[config.mk]
export PLATFORM = sky130hd
export DESIGN_NAME = multi_freq_generator
export DESIGN_NICKNAME = d
export VERILOG_FILES = /design/src/rtl/freq_gen_pkg.sv /design/src/rtl/nco_channel.sv /design/src/rtl/multi_freq_generator.sv
export SDC_FILE = /design/constraint.sdc
export NUM_CORES = 1
export LEC_CHECK = 0
export BUFFER_PORTS_ARGS = -buffer_cell sky130_fd_sc_hd__buf_2
export CORE_MARGIN = 4
export CORE_UTILIZATION = 25
export CTS_BUF_LIST = sky130_fd_sc_hd__clkbuf_2 sky130_fd_sc_hd__clkbuf_4 sky130_fd_sc_hd__clkbuf_8
export CTS_CLUSTER_SIZE = 40
export DETAILED_ROUTE_END_ITERATION = 16
export PLACE_DENSITY = 0.44
export SLEW_MARGIN = 20
export SYNTH_ARGS = -nofsm -noshare
export SYNTH_HDL_FRONTEND = slang
export SYNTH_SLANG_ARGS = --single-unit
[constraint.sdc]
create_clock -name CLOCK_50M -period 3.3 [get_ports CLOCK_50M]
set_input_delay 0.99 -clock CLOCK_50M [delete_from_list [all_inputs] [get_ports CLOCK_50M]]
set_output_delay 0.99 -clock CLOCK_50M [all_outputs]
set_load 0.03 [all_outputs]
[src/rtl/freq_gen_pkg.sv]
// Shared constants and helpers for the multi-channel NCO frequency generator.
// inc_for() converts a target output frequency into a phase increment.
package freq_gen_pkg;

  localparam longint unsigned SYS_CLOCK_HZ      = 64'd50_000_000;
  localparam int unsigned     DEFAULT_CHANNELS  = 2;
  localparam int unsigned     DEFAULT_ACC_WIDTH = 32;
  localparam logic [31:0]     DEFAULT_INC_1MHZ  = 32'd85_899_346;

  // Rounds to the nearest increment: inc = freq * 2^width / SYS_CLOCK_HZ.
  function automatic logic [31:0] inc_for(input longint unsigned freq_hz,
                                          input int unsigned width);
    longint unsigned scaled;
    scaled = ((freq_hz << width) + (SYS_CLOCK_HZ / 2)) / SYS_CLOCK_HZ;
    return scaled[31:0];
  endfunction

endpackage

[src/rtl/nco_channel.sv]
// One phase-accumulator channel: accumulator, active/pending increments,
// registered MSB clock output and one-cycle tick on each accumulator wrap.
module nco_channel
  import freq_gen_pkg::*;
#(
  parameter int unsigned            ACC_WIDTH = DEFAULT_ACC_WIDTH,
  parameter logic [ACC_WIDTH-1:0]   RST_INC   = DEFAULT_INC_1MHZ[ACC_WIDTH-1:0]
) (
  input  logic                 i_clk,
  input  logic                 i_rst,
  input  logic                 i_en,
  input  logic                 i_sync,
  input  logic                 i_wr,
  input  logic [ACC_WIDTH-1:0] i_wr_inc,
  output logic                 o_clk_out,
  output logic                 o_tick,
  output logic                 o_pending
);

  logic [ACC_WIDTH-1:0] r_acc;
  logic [ACC_WIDTH-1:0] r_active_inc;
  logic [ACC_WIDTH-1:0] r_pending_inc;
  logic                 r_pending;
  logic                 r_clk_out;
  logic                 r_tick;

  logic [ACC_WIDTH:0]   w_sum;
  logic [ACC_WIDTH-1:0] w_acc_d;
  logic                 w_carry;
  logic                 w_load;

  always_comb begin
    w_sum   = {1'b0, r_acc} + {1'b0, r_active_inc};
    w_carry = i_en & ~i_sync & w_sum[ACC_WIDTH];
    w_acc_d = (!i_en || i_sync) ? '0 : w_sum[ACC_WIDTH-1:0];
    // A running channel only swaps increments at a wrap so no period is torn;
    // a stopped channel has no period to protect.
    w_load  = r_pending & (i_en ? w_carry : 1'b1);
  end

  always_ff @(posedge i_clk) begin
    if (i_rst) begin
      r_acc         <= '0;
      r_active_inc  <= RST_INC;
      r_pending_inc <= RST_INC;
      r_pending     <= 1'b0;
      r_clk_out     <= 1'b0;
      r_tick        <= 1'b0;
    end else begin
      r_acc     <= w_acc_d;
      r_tick    <= w_carry;
      r_clk_out <= i_en & r_acc[ACC_WIDTH-1];
      if (w_load) begin
        r_active_inc <= r_pending_inc;
      end
      if (i_wr) begin
        r_pending_inc <= i_wr_inc;
      end
      r_pending <= i_wr | (r_pending & ~w_load);
    end
  end

  assign o_clk_out = r_clk_out;
  assign o_tick    = r_tick;
  assign o_pending = r_pending;

endmodule

[src/rtl/multi_freq_generator.sv]
// Bank of independent NCO channels sharing a sync pulse and a single
// increment write port; this level only decodes the write target.
module multi_freq_generator
  import freq_gen_pkg::*;
#(
  parameter int unsigned  CHANNELS    = DEFAULT_CHANNELS,
  parameter int unsigned  ACC_WIDTH   = DEFAULT_ACC_WIDTH,
  parameter logic [31:0]  DEFAULT_INC = 32'd85_899_346,
  localparam int unsigned WR_CH_W     = (CHANNELS > 1) ? $clog2(CHANNELS) : 1
) (
  input  logic                 CLOCK_50M,
  input  logic                 RST,
  input  logic [CHANNELS-1:0]  EN,
  input  logic                 SYNC,
  input  logic                 WR_EN,
  input  logic [WR_CH_W-1:0]   WR_CH,
  input  logic [ACC_WIDTH-1:0] WR_INC,
  output logic [CHANNELS-1:0]  CLK_OUT,
  output logic [CHANNELS-1:0]  TICK,
  output logic [CHANNELS-1:0]  PENDING
);

  for (genvar c = 0; c < CHANNELS; c++) begin : g_ch
    logic w_wr;
    // Channel numbers beyond CHANNELS never match, so such writes are dropped.
    assign w_wr = WR_EN && (WR_CH == WR_CH_W'(c));

    nco_channel #(
      .ACC_WIDTH (ACC_WIDTH),
      .RST_INC   (DEFAULT_INC[ACC_WIDTH-1:0])
    ) u_nco_channel (
      .i_clk     (CLOCK_50M),
      .i_rst     (RST),
      .i_en      (EN[c]),
      .i_sync    (SYNC),
      .i_wr      (w_wr),
      .i_wr_inc  (WR_INC),
      .o_clk_out (CLK_OUT[c]),
      .o_tick    (TICK[c]),
      .o_pending (PENDING[c])
    );
  end

endmodule

==> results.sh <==
export IMPL_max_freq_ghz=0.328
export IMPL_yosys_warnings=0
export IMPL_die_x_microns=206
export IMPL_io_buffers=44
export IMPL_synth_mux_area_frac=0.0399
export IMPL_peakVddDrop_mv=0.227
export IMPL_end_kind="flop"
export IMPL_fillCellCount=4243
export IMPL_core_area_sq_um=38600
export IMPL_synth_xor_area_share=0.0367
export IMPL_setup_tns_ns=0
export IMPL_synth_top_area_cell="dfxtp_1"
export IMPL_globalplace_congestion=0.801
export IMPL_synth_adder_area_share=0.0860
export IMPL_drv_slew=0
export IMPL_wl_per_cell_microns=14.0
export IMPL_clkLatencyLatePin_ns=0.49
export IMPL_row_count=72
export IMPL_cts_sinks=198
export IMPL_area_growth_pct=11.4
export IMPL_grt_pass1_wl_microns=39300
export IMPL_synth_compound_area_frac=0.177
export IMPL_synth_edf_count=0
export IMPL_hold_path_class="reg2reg"
export IMPL_critPathArrivalTime_ns=3.40
export IMPL_reg2reg_from="g_ch[1].u_nco_channel.r_active_inc[0]"
export IMPL_holdPathEnd="g_ch[1].u_nco_channel.r_pending_inc[31]"
export IMPL_period_minus_slack_ns=3.04
export IMPL_p_comb_frac=0.099
export IMPL_cts_root_buf="clkbuf_8"
export IMPL_dr_first_iter_drc_count=390
export IMPL_fin_skew_ns=0.0160
export IMPL_p_leak_uw=0.00449
export IMPL_relSlewSlack=0.583
export IMPL_ys_ff_latch=198
export IMPL_cts_made_buffers=17
export IMPL_hpwl_microns=17600
export IMPL_cts_hold_buffers=0
export IMPL_antenna_found_initial=1
export IMPL_status="finished, final reports clean"
export IMPL_viasPerCell=4.65
export IMPL_cp_required_ns=3.66
export IMPL_synth_flop_cell="dfxtp_1"
export IMPL_cellPowerDensity_nw_per_um2=406
export IMPL_synth_top_family_by_area="simple AND/OR/NAND/NOR gates"
export IMPL_die_y_microns=206
export IMPL_drt_pass1_iter_count=5
export IMPL_reg2reg_slack_ns=0.26
export IMPL_power_internal_uw=3230
export IMPL_use_met2=0.172
export IMPL_drive_gt1_frac=0.0945
export IMPL_final_nets=1279
export IMPL_antenna_cells=0
export IMPL_grt_max_degree=119
export IMPL_cts_path_max_buffers=2
export IMPL_synthSimpleGateAreaFrac=0.217
export IMPL_worstMarginPinSlew_ns=0.626
export IMPL_yosysSeqAreaShare=0.405
export IMPL_slowest_delay_ns=0.47
export IMPL_switching_share=0.269
export IMPL_cp_num_buf_inv=1
export IMPL_clkPwrFrac=0.339
export IMPL_ios=45
export IMPL_crit_start="g_ch[1].u_nco_channel.r_active_inc[0]"
export IMPL_r2r_cells=11
export IMPL_grtUsageMet1=0.165
export IMPL_syn_nets=1258
export IMPL_seq_power_share=0.562
export IMPL_synthesis_area_per_instance_sq_um=8.48
export IMPL_grt_busiest_layer="met2"
export IMPL_crit_type="reg2reg"
export IMPL_synth_top_area_frac=0.405
export IMPL_initial_core_util=0.253
export IMPL_rsz0062_at_grt="false"
export IMPL_cp_slowest_cell="o41a_2"
export IMPL_hold_viol=0
export IMPL_period_share=0.923
export IMPL_hold_ws_ns=0.464
export IMPL_die_area_sq_um=42300
export IMPL_netlist_cell_type_count=67
export IMPL_crit_fanout=45
export IMPL_grt_overflow_total=0
export IMPL_use_met3=0.0270
export IMPL_wirelength_microns=23900
export IMPL_synth_async_sr_flop_share=0
export IMPL_drc_errors=0
export IMPL_crit_top_cell="nor2_1"
export IMPL_cap_violations=0
export IMPL_vias=7917
export IMPL_synthCells=1153
export IMPL_min_from="g_ch[1].u_nco_channel.r_pending_inc[31]"
export IMPL_p_switching_uw=1190
export IMPL_syn_area_sq_um=9780
export IMPL_setup_viol_count_final=0
export IMPL_hold_depth=2
export IMPL_cts_tree="built"
export IMPL_critPathTopFamily="compound AO/OA/AOI/OAI gates"
export IMPL_grt_pass1_vias=7759
export IMPL_critPathLaunchType="flop"
export IMPL_synth_area_leaders="dfxtp_1 41%, ha_1 8.2%, nand2_1 6.4%"
export IMPL_rr_endpoint="g_ch[1].u_nco_channel.r_active_inc[3]"
export IMPL_path_clk_slew_ns=0.10
export IMPL_postCtsSetupRepairBufs=0
export IMPL_ant_nets=0
export IMPL_grt_util_all_layers=0.116
export IMPL_post_route_util=0.282
export IMPL_htree_levels=4
export IMPL_cts_resized=0
export IMPL_path_cells="ha_1 -> fa_1 -> a211oi_1 -> nor2_1 -> o211a_1 -> a41oi_2 -> nor3_1 -> o41a_2 -> buf_12 -> mux2i_1 -> nor2_1"
[worst register-to-register path, delay by kind of cell, from the launching register on]
kind	cells	cell delay, ns
compound gates	4	1.29
fa+ha+maj	2	0.64
flops	1	0.32
simple gates	3	0.26
buf+inv	1	0.20
mux	1	0.20
[worst max-delay path by stage]
stage / endpoint / slack [ns] / cells after the start
final: g_ch[1].u_nco_channel.r_active_inc[3] / 0.26 / 11
after global routing: g_ch[0].u_nco_channel.r_active_inc[5] / 0.04 / 10
after CTS: g_ch[1].u_nco_channel.r_active_inc[28] / 0.28 / 11
after detailed placement: g_ch[0].u_nco_channel.r_active_inc[3] / 0.31 / 11
after global placement: g_ch[1].u_nco_channel.r_active_inc[5] / 0.32 / 11
after floorplan: g_ch[1].u_nco_channel.r_active_inc[10] / 0.59 / 12
[power by group through the flow]
stage | Sequential, uW | Combinational [uW] | Clock [uW]
floorplan | 2530 | 317 | 0
global placement | 2540 | 438 | 0
detailed placement | 2550 | 439 | 0
CTS | 2490 | 442 | 1580
global route | 2500 | 494 | 1670
finish | 2490 | 437 | 1500
[stage by stage]
stage	instance area, sq um	instances	setup slack, ns	power (uW)
2_1_floorplan	9780	1153	0.590	2850
5_1_grt	10900	1703	0.0405	4670
6_report	10900	1703	0.256	4430
4_1_cts	10900	1703	0.280	4510
3_5_place_dp	10500	1673	0.312	2980
3_3_place_gp	10500	1673	0.320	2980
[cell families (layout without fill, tap and decap cells)]
kind of cell | Yosys count | count (layout)
and+or+nand+nor | 459 | 459
AOI/OAI and AO/OA | 273 | 273
DFF | 198 | 198
buffers and inverters | 77 | 109
adders and majority gates | 66 | 66
xor gates and xnor gates | 41 | 41
muxes | 39 | 39
[sequential cells by signal, summed over array words and instances (netlist names)]
register and cells:
g_ch.u_nco_channel.o_clk_out 2, g_ch.u_nco_channel.o_tick 2, g_ch.u_nco_channel.r_acc 64, g_ch.u_nco_channel.o_pending 2, g_ch.u_nco_channel.r_pending_inc 64, g_ch.u_nco_channel.r_active_inc 64
[synthesized netlist by cell type, types with 2 or more instances]
library cell / instances
dfxtp_1: 198
nand2_1: 167
nor2_1: 128
a21oi_1: 125
ha_1: 64
nor3_1: 46
clkbuf_1: 42
mux2i_1: 39
o21ai_0: 31
a21o_1: 30
nand3b_1: 27
xnor2_1: 27
nand3_1: 18
a211oi_1: 17
inv_1: 15
and2_1: 14
xor2_1: 14
nand2b_1: 10
and3_1: 9
o21a_1: 9
buf_4: 8
o21bai_1: 8
nor2b_1: 7
nor3b_1: 7
a31oi_1: 6
or3_1: 6
a21boi_0: 5
o211ai_1: 5
o31ai_1: 5
or2_2: 5
buf_2: 4
buf_6: 4
nand4_1: 4
a211o_1: 3
a221o_1: 3
and3b_1: 3
o211a_1: 3
a2111oi_0: 2
a211oi_2: 2
a41o_1: 2
buf_1: 2
fa_1: 2
nand4b_1: 2
nor4_1: 2
[cell type report]
cell class	instances	area [sq um]	area share
clock inverters	12	105	0.00965
well taps	518	648	0.0595
clock buffers	18	248	0.0227
inverters	15	56.3	0.00517
multi-input cells	878	5460	0.501
repair buffers	64	410	0.0377
flip-flops and latches	198	3960	0.364
[per-layer routing]
layer  vias to the layer above  wire length (microns)
li1                       4079                      -
met1                      3708                  12700
met2                       106                   9770
met3                        24                    951
met4                         0                    404
met5                         -                      0
[cells in the final DEF, fill, tap and decap left out, drive strengths merged, types with 7 or more instances in the layout]
cell and n:
a211oi 19, a21o 30, a21oi 125, and2 14, and3 9, buf 64
clkbuf 18, dfxtp 198, ha 64, inv 17, mux2i 39, nand2 167
nand2b 10, nand3 18, nand3b 27, nor2 128, nor2b 7, nor3 47
nor3b 7, o21a 9, o21ai 32, o21bai 8, xnor2 27, xor2 14
(Power assumes the default switching activity.)
